File: config.mk
export PLATFORM = sky130hd
export DESIGN_NAME = ysyx_22040931_mdu_seq
export DESIGN_NICKNAME = d
export VERILOG_FILES = /design/src/rtl/ysyx_22040931_mdu_seq.sv
export SDC_FILE = /design/constraint.sdc
export NUM_CORES = 2
export LEC_CHECK = 0
export CAP_MARGIN = 15
export CORE_MARGIN = 2
export CORE_UTILIZATION = 58
export CTS_CLUSTER_SIZE = 12
export DETAILED_ROUTE_END_ITERATION = 7
export PLACE_DENSITY_LB_ADDON = 0.1
export SKIP_CTS_REPAIR_TIMING = 1
export SYNTH_ARGS = -nofsm -noshare
export SYNTH_HDL_FRONTEND = slang
export SYNTH_SLANG_ARGS = --single-unit
File: constraint.sdc
create_clock -name clk -period 5.7 [get_ports clk]
set_clock_uncertainty 0.05 [all_clocks]
set_input_delay 0.57 -clock clk [delete_from_list [all_inputs] [get_ports clk]]
set_output_delay 0.57 -clock clk [all_outputs]
set_load 0.01 [all_outputs]
File: src/rtl/ysyx_22040931_mdu_seq.sv
// ysyx_22040931_mdu_seq: multi-cycle RV64M sequencer (shift-add multiply, restoring divide, one bit per cycle)
module ysyx_22040931_mdu_seq #(
  parameter int XLEN = 64,
  parameter int OPW  = 4
) (
  input  logic            clk,
  input  logic            rst,
  input  logic            flush,
  input  logic            in_valid,
  output logic            in_ready,
  input  logic [OPW-1:0]  mdu_op,
  input  logic [XLEN-1:0] num1,
  input  logic [XLEN-1:0] num2,
  output logic            out_valid,
  input  logic            out_ready,
  output logic [XLEN-1:0] out,
  output logic            busy
);
  typedef enum logic [1:0] {IDLE, CALC, DONE} state_t;
  state_t r_state, w_next;
  logic r_w, r_div, r_rem, r_hi, r_neg;
  logic [5:0] r_cnt;
  logic [63:0] r_x, r_out;
  logic [127:0] r_y, r_acc;
  logic w_iw, w_idiv, w_irem, w_s1, w_s2, w_ill, w_n1, w_n2, w_zero, w_ovf, w_spec, w_accept;
  logic [63:0] w_e1, w_e2, w_m1, w_m2, w_r1, w_sres;
  assign w_iw   = (mdu_op >= 4'd8) && (mdu_op <= 4'd12);
  assign w_idiv = (mdu_op[3:2] == 2'b01) || ((mdu_op >= 4'd9) && (mdu_op <= 4'd12));
  assign w_irem = (mdu_op == 4'd6) || (mdu_op == 4'd7) || (mdu_op == 4'd11) || (mdu_op == 4'd12);
  assign w_s1   = (mdu_op == 4'd1) || (mdu_op == 4'd2) || (mdu_op == 4'd4) || (mdu_op == 4'd6) || (mdu_op == 4'd9) || (mdu_op == 4'd11);
  assign w_s2   = w_s1 && (mdu_op != 4'd2);
  assign w_ill  = mdu_op >= 4'd13;
  assign w_e1   = w_iw ? {{32{w_s1 & num1[31]}}, num1[31:0]} : num1;
  assign w_e2   = w_iw ? {{32{w_s2 & num2[31]}}, num2[31:0]} : num2;
  assign w_r1   = {w_iw ? {32{num1[31]}} : num1[63:32], num1[31:0]};
  assign w_n1   = w_s1 & w_e1[63];
  assign w_n2   = w_s2 & w_e2[63];
  assign w_m1   = w_n1 ? -w_e1 : w_e1;
  assign w_m2   = w_n2 ? -w_e2 : w_e2;
  assign w_zero = w_idiv && (w_e2 == 64'd0);
  assign w_ovf  = w_idiv && w_s1 && (w_e1 == {w_iw ? 33'h1_FFFF_FFFF : 33'h1_0000_0000, 31'd0}) && (w_e2 == {64{1'b1}});
  assign w_spec = w_zero || w_ovf || w_ill;
  // Overflow quotient equals the (width-extended) dividend itself.
  assign w_sres = w_ill ? 64'd0 : w_zero ? (w_irem ? w_r1 : {64{1'b1}}) : (w_irem ? 64'd0 : w_r1);
  assign w_accept = (r_state == IDLE) && in_valid && !flush;
  logic [64:0] w_sh;
  logic [63:0] w_dif, w_x_n, w_dv, w_dn, w_lo, w_res;
  logic [127:0] w_acc_n, w_y_n, w_p;
  logic w_ge, w_last;
  assign w_sh    = {r_acc[63:0], r_x[63]};
  assign w_ge    = w_sh >= {1'b0, r_y[63:0]};
  assign w_dif   = w_sh[63:0] - r_y[63:0];
  assign w_acc_n = r_div ? {64'd0, w_ge ? w_dif : w_sh[63:0]} : r_acc + (r_x[0] ? r_y : 128'd0);
  assign w_x_n   = r_div ? {r_x[62:0], w_ge} : {1'b0, r_x[63:1]};
  assign w_y_n   = r_div ? r_y : {r_y[126:0], 1'b0};
  assign w_last  = r_cnt == {~r_w, 5'h1f};
  assign w_p     = r_neg ? -w_acc_n : w_acc_n;
  assign w_dv    = r_rem ? w_acc_n[63:0] : w_x_n;
  assign w_dn    = r_neg ? -w_dv : w_dv;
  assign w_lo    = r_div ? w_dn : w_p[63:0];
  assign w_res   = r_hi ? w_p[127:64] : r_w ? {{32{w_lo[31]}}, w_lo[31:0]} : w_lo;
  always_ff @(posedge clk) begin
    if (rst) r_state <= IDLE;
    else r_state <= w_next;
  end
  always_comb begin
    w_next = r_state;
    if (flush) w_next = IDLE;
    else if (r_state == IDLE) w_next = in_valid ? (w_spec ? DONE : CALC) : IDLE;
    else if (r_state == CALC) w_next = w_last ? DONE : CALC;
    else w_next = out_ready ? IDLE : DONE;
  end
  // W divides park the dividend in the top half so the MSB feed is width-independent.
  always_ff @(posedge clk) begin
    if (rst) begin
      {r_w, r_div, r_rem, r_hi, r_neg} <= '0;
      r_cnt <= '0;
      r_x   <= '0;
      r_y   <= '0;
      r_acc <= '0;
      r_out <= '0;
    end else if (w_accept) begin
      r_w   <= w_iw;
      r_div <= w_idiv;
      r_rem <= w_irem;
      r_hi  <= (mdu_op != 4'd0) && (mdu_op <= 4'd3);
      r_neg <= w_irem ? w_n1 : w_n1 ^ w_n2;
      r_cnt <= '0;
      r_x   <= w_idiv ? (w_iw ? {w_m1[31:0], 32'd0} : w_m1) : w_m2;
      r_y   <= {64'd0, w_idiv ? w_m2 : w_m1};
      r_acc <= '0;
      r_out <= w_sres;
    end else if (r_state == CALC) begin
      r_cnt <= r_cnt + 6'd1;
      r_x   <= w_x_n;
      r_y   <= w_y_n;
      r_acc <= w_acc_n;
      if (w_last) r_out <= w_res;
    end
  end
  assign in_ready  = r_state == IDLE;
  assign out_valid = r_state == DONE;
  assign busy      = r_state != IDLE;
  assign out       = r_out;
endmodule

==> results of run 1 <==
synthesized netlist by cell type (103+ instances only):
cell,number
dfxtp_1,397
nor2_1,860
nor3_1,188
ha_1,197
and2_1,179
o21ai_0,497
o211ai_1,103
a21oi_1,847
a211oi_1,187
clkbuf_1,347
inv_1,135
nand3_1,142
xnor2_1,184
nand2_1,1043
nand4_1,155
xor2_1,121
metal layers:
layer	global-route usage, %	overflow
met5	53.8	4
met4	80.6	215
met2	93.9	271
met1	81.2	33
met3	71.7	46
cells by family after synthesis:
group                    Yosys count  share of synthesized area (%)
AND/OR/NAND/NOR                 3069                           30.0
AO/OA/AOI/OAI                   2500                           33.6
buffers and inverters            647                           5.58
flip-flops                       397                           16.5
XOR/XNOR                         305                           5.54
adder cells (fa/ha/maj)          225                           5.74
multiplexers                     140                           3.05
through the flow:
stage / cell area, sq um / hold slack [ps] / cells / setup TNS (ps) / worst slack, ps
after floorplan: 48300 / 387 / 7283 / -40.3 / -40.3
after global placement: 64300 / 394 / 9934 / -53970 / -1330
after detailed placement: 64300 / 401 / 9936 / -50450 / -1370
after CTS: 65800 / 340 / 10000 / -55880 / -1460
==> impl_metrics.py, run 1 <==
metrics = {
    "synthesis": {
        "yosys-top-cells-area": "dfxtp_1 (16%), a21oi_1 (8.8%), nand2_1 (8.1%), nor2_1 (6.7%), o21ai_0 (5.2%)",
        "yosysUniqueCellTypes": 124,
        "ys_seq_area_share_pct": 16.5,
        "syn_avg_cell_area_sq_um": 6.62,
        "syn_area_sq_um": 48200,
        "yosys.area.top_type": "dfxtp_1",
        "yosys_warnings": 0,
        "synth_seq_cells": 397,
        "synth_top_area_share_pct": 16.5,
        "synth_fp_nets": 7619,
        "ys_async_sr_fraction_pct": 0,
        "ys.flop_type": "dfxtp_1",
        "synth_edf_count": 0,
        "synthCells": 7283,
    },
    "die": {
        "num_rows": 105,
        "die_h_um": 292,
        "pin_count": 204,
        "initial_utilization_pct": 58.7,
        "die_x_um": 292,
    },
    "placed_design": {
        "numPortBuffers": 203,
        "hpwl_um": 217000,
        "gp_congestion": 1.41,
    },
    "cts": {
        "root_buffer": "clkbuf_16",
        "clockBufferDepth": 3,
        "cts_buffers": 48,
        "clkSinkCount": 397,
        "htreeDepth": 2,
    },
    "global_route": {
        "overflow": 569,
        "grt_usage_pct": 81.9,
        "grt_max_degree": 167,
    },
    "run_status": {
        "stop_stage": "global routing",
        "error": "[ERROR GRT-0232] Routing congestion too high. Check the congestion heatmap in the GUI.",
        "outcome": "stopped before the end",
    },
    "sta": {
        "crit_endpoint": "out[63]$_SDFFE_PP0P_/D",
        "worst_endpoint_kind": "register input",
    },
}
==> inputs of run 2 (changes only) <==
Settings changed: CORE_UTILIZATION 58 to 40, CTS_CLUSTER_SIZE 12 to not set, PLACE_DENSITY_LB_ADDON 0.1 to 0.15.
Clock period 5.7 ns to 7.4 ns, I/O delays scaled along.
==> impl_metrics.py, run 2 <==
metrics = {
    "final_layout": {
        "drive_gt1_share_pct": 12.5,
        "final_common_cell": "nand2_1",
        "final_cell_mix": "nand2_1 (1039), nor2_1 (858), a21oi_1 (847)",
        "fin_nets": 8011,
        "largestRegisters": "r_acc x128, r_y x128",
        "syn_to_final_growth_pct": 18.5,
        "final_cells": 9331,
    },
    "cts": {
        "cts_tree": "done",
        "clkLatencyLatePin_ps": 700,
        "clk_pin_slew_ps": 70,
        "cts_buffers": 52,
        "clkSinkCount": 397,
        "root_buffer": "clkbuf_16",
        "htreeDepth": 2,
        "clockBufferDepth": 3,
    },
    "synthesis": {
        "synthCells": 7283,
        "syn_area_sq_um": 48200,
        "syn_avg_cell_area_sq_um": 6.62,
        "synth_seq_cells": 397,
        "yosys.area.top_type": "dfxtp_1",
        "synth_top_area_share_pct": 16.5,
        "ys_async_sr_fraction_pct": 0,
        "post-synth-top-count-cell": "nand2_1",
        "synth_edf_count": 0,
        "yosys_warnings": 0,
        "ys.flop_type": "dfxtp_1",
        "synth_fp_nets": 7619,
        "yosysUniqueCellTypes": 124,
        "ys_seq_area_share_pct": 16.5,
        "yosys-top-cells-area": "dfxtp_1 (16%), a21oi_1 (8.8%), nand2_1 (8.1%), nor2_1 (6.7%), o21ai_0 (5.2%)",
        "synth_commonest_cells": "nand2_1 (1043), nor2_1 (860), a21oi_1 (847)",
    },
    "power": {
        "cellLeakagePower_nw": 21.8,
        "power_frac_clock_pct": 29.4,
        "netSwitchingPower_mw": 4.26,
        "seq_power_share_pct": 25.4,
        "swShare_pct": 45.0,
        "ir_drop_v": 0.000199,
        "p_int_mw": 5.22,
        "pwr-share-comb_pct": 45.2,
        "cellPowerDensity_nw_per_um2": 166,
    },
    "sta": {
        "maxSlewViolCount": 0,
        "tightest_slew_ps": 1300,
        "post-route-period-util_pct": 100,
        "hold-worst-slack_ps": 342,
        "setup_slack_ps": -34.7,
        "relSlewSlack_pct": 12.9,
        "fin_crit_ps": 7430,
        "finalHoldViolCount": 0,
        "fmax_ghz": 0.135,
        "rsz0062_at_grt": "false",
        "setup-violations-final": 2,
    },
    "setup_path": {
        "startpoint_type": "register",
        "worstPathMaxFanout": 14,
        "cp.arrival_ps": 7930,
        "end_kind": "register",
        "rrSetupSlack_ps": -30,
        "crit_required_ps": 7900,
        "crit_type": "register to register",
    },
    "placed_design": {
        "numPortBuffers": 203,
        "hpwl_um": 246000,
        "place_inst": 9225,
        "gp_congestion": 1.14,
    },
    "die": {
        "initial_utilization_pct": 40.3,
        "die_x_um": 351,
        "core_sq_um": 120000,
        "dieArea_sq_um": 123000,
        "pin_count": 204,
        "die_h_um": 351,
        "num_rows": 127,
    },
    "drt": {
        "drt-initial-drc-count": 9940,
        "drcViolationCount": 0,
        "viasPerCell": 6.78,
        "wl_per_cell_um": 32.8,
        "vias": 63300,
        "ant_nets": 0,
        "dr.pass1.iters": 6,
        "routed_wl_um": 306000,
    },
    "global_route": {
        "overflow": 0,
        "grt_antenna_before_repair": 17,
        "grt_pass1_vias": 56200,
        "grt_pass1_wl_um": 423000,
        "grt_usage_pct": 47.5,
        "grt_max_degree": 150,
    },
    "worst_hold_path": {
        "hold_path_class": "primary input to register",
    },
    "flow_run": {
        "cap_viol_max_count": 0,
    },
    "run_status": {
        "violations": "setup timing",
        "outcome": "finished, violations left",
    },
}
==> run 2: cell counts after synthesis <==
No cell type changed its count.
==> run 2: final timing paths <==
path / cells after the start / from / end
setup / recovery: 23 / r_y[13]$_SDFFE_PP0P_ / out[57]$_SDFFE_PP0P_
setup reg to reg: 23 / r_y[13]$_SDFFE_PP0P_ / out[57]$_SDFFE_PP0P_
hold / removal: 2 / rst / r_x[0]$_SDFFE_PP0P_
hold reg to reg: 2 / r_acc[111]$_SDFFE_PP0P_ / r_acc[111]$_SDFFE_PP0P_
==> run 2: critical path, stage by stage (launching register included) <==
cell and delay, ps:
dfxtp_1 600, inv_1 100, ha_1 500, nand4_2 240, nor2_4 290, o211ai_2 280, a311oi_4 540, o211a_4 420
nor2_4 220, a311oi_2 370, buf_4 180, nand4_1 290, nor4_1 490, buf_4 200, nand4_1 110, mux2_2 350
o31ai_1 290, buf_4 160, nand2_1 120, buf_4 200, nor4_1 620, buf_4 230, a211oi_2 80, o221a_2 310
==> run 2: metrics by stage <==
stage	TNS (ps)	util (%)	area (sq um)	setup WS, ps	total power, mW
6_report	-51.7	47.7	57100	-34.7	9.48
5_1_grt	0	47.7	57100	27.2	9.65
4_1_cts	-19.1	47.6	57000	-19.1	9.20
3_5_place_dp	0	46.1	55200	41.8	6.44
3_3_place_gp	-41.6	46.1	55100	-41.6	6.43
2_1_floorplan	0	-	48200	1310	4.47
==> run 2: final cells by class <==
type	count	area, sq um
inverters	136	513
flip-flops and latches	397	7970
multi-input cells	6239	37800
diodes	6	15.0
clock buffers	68	1420
well taps	1612	2020
fillers	12600	62500
clock inverters	24	349
repair buffers	849	7070
==> run 2: metal layers <==
metal | GRT usage (%) | wire (um) | vias to the layer above
met2 | 65.4 | 119000 | 4495
met1 | 63.6 | 124000 | 30400
li1 | - | - | 27600
met4 | 27.9 | 21700 | 22
met3 | 15.7 | 41600 | 784
met5 | 1.02 | 286 | -
==> run 2: cells by family after synthesis <==
family	count (synthesis)	synth area share (%)
simple gates	3069	30.0
compound gates	2500	33.6
buf+inv	647	5.58
flops	397	16.5
xor+xnor	305	5.54
fa+ha+maj	225	5.74
mux	140	3.05
==> run 2: power groups by stage <==
| stage | clock [mW] | sequential, mW | combinational, mW |
|---|---|---|---|
| after global routing | 2.86 | 2.40 | 4.39 |
| after global placement | 0 | 2.43 | 4.00 |
| after detailed placement | 0 | 2.44 | 4.00 |
| after floorplan | 0 | 2.36 | 2.12 |
| final | 2.79 | 2.41 | 4.28 |
| after CTS | 2.79 | 2.39 | 4.02 |
Power figures use the tool's default switching activity.
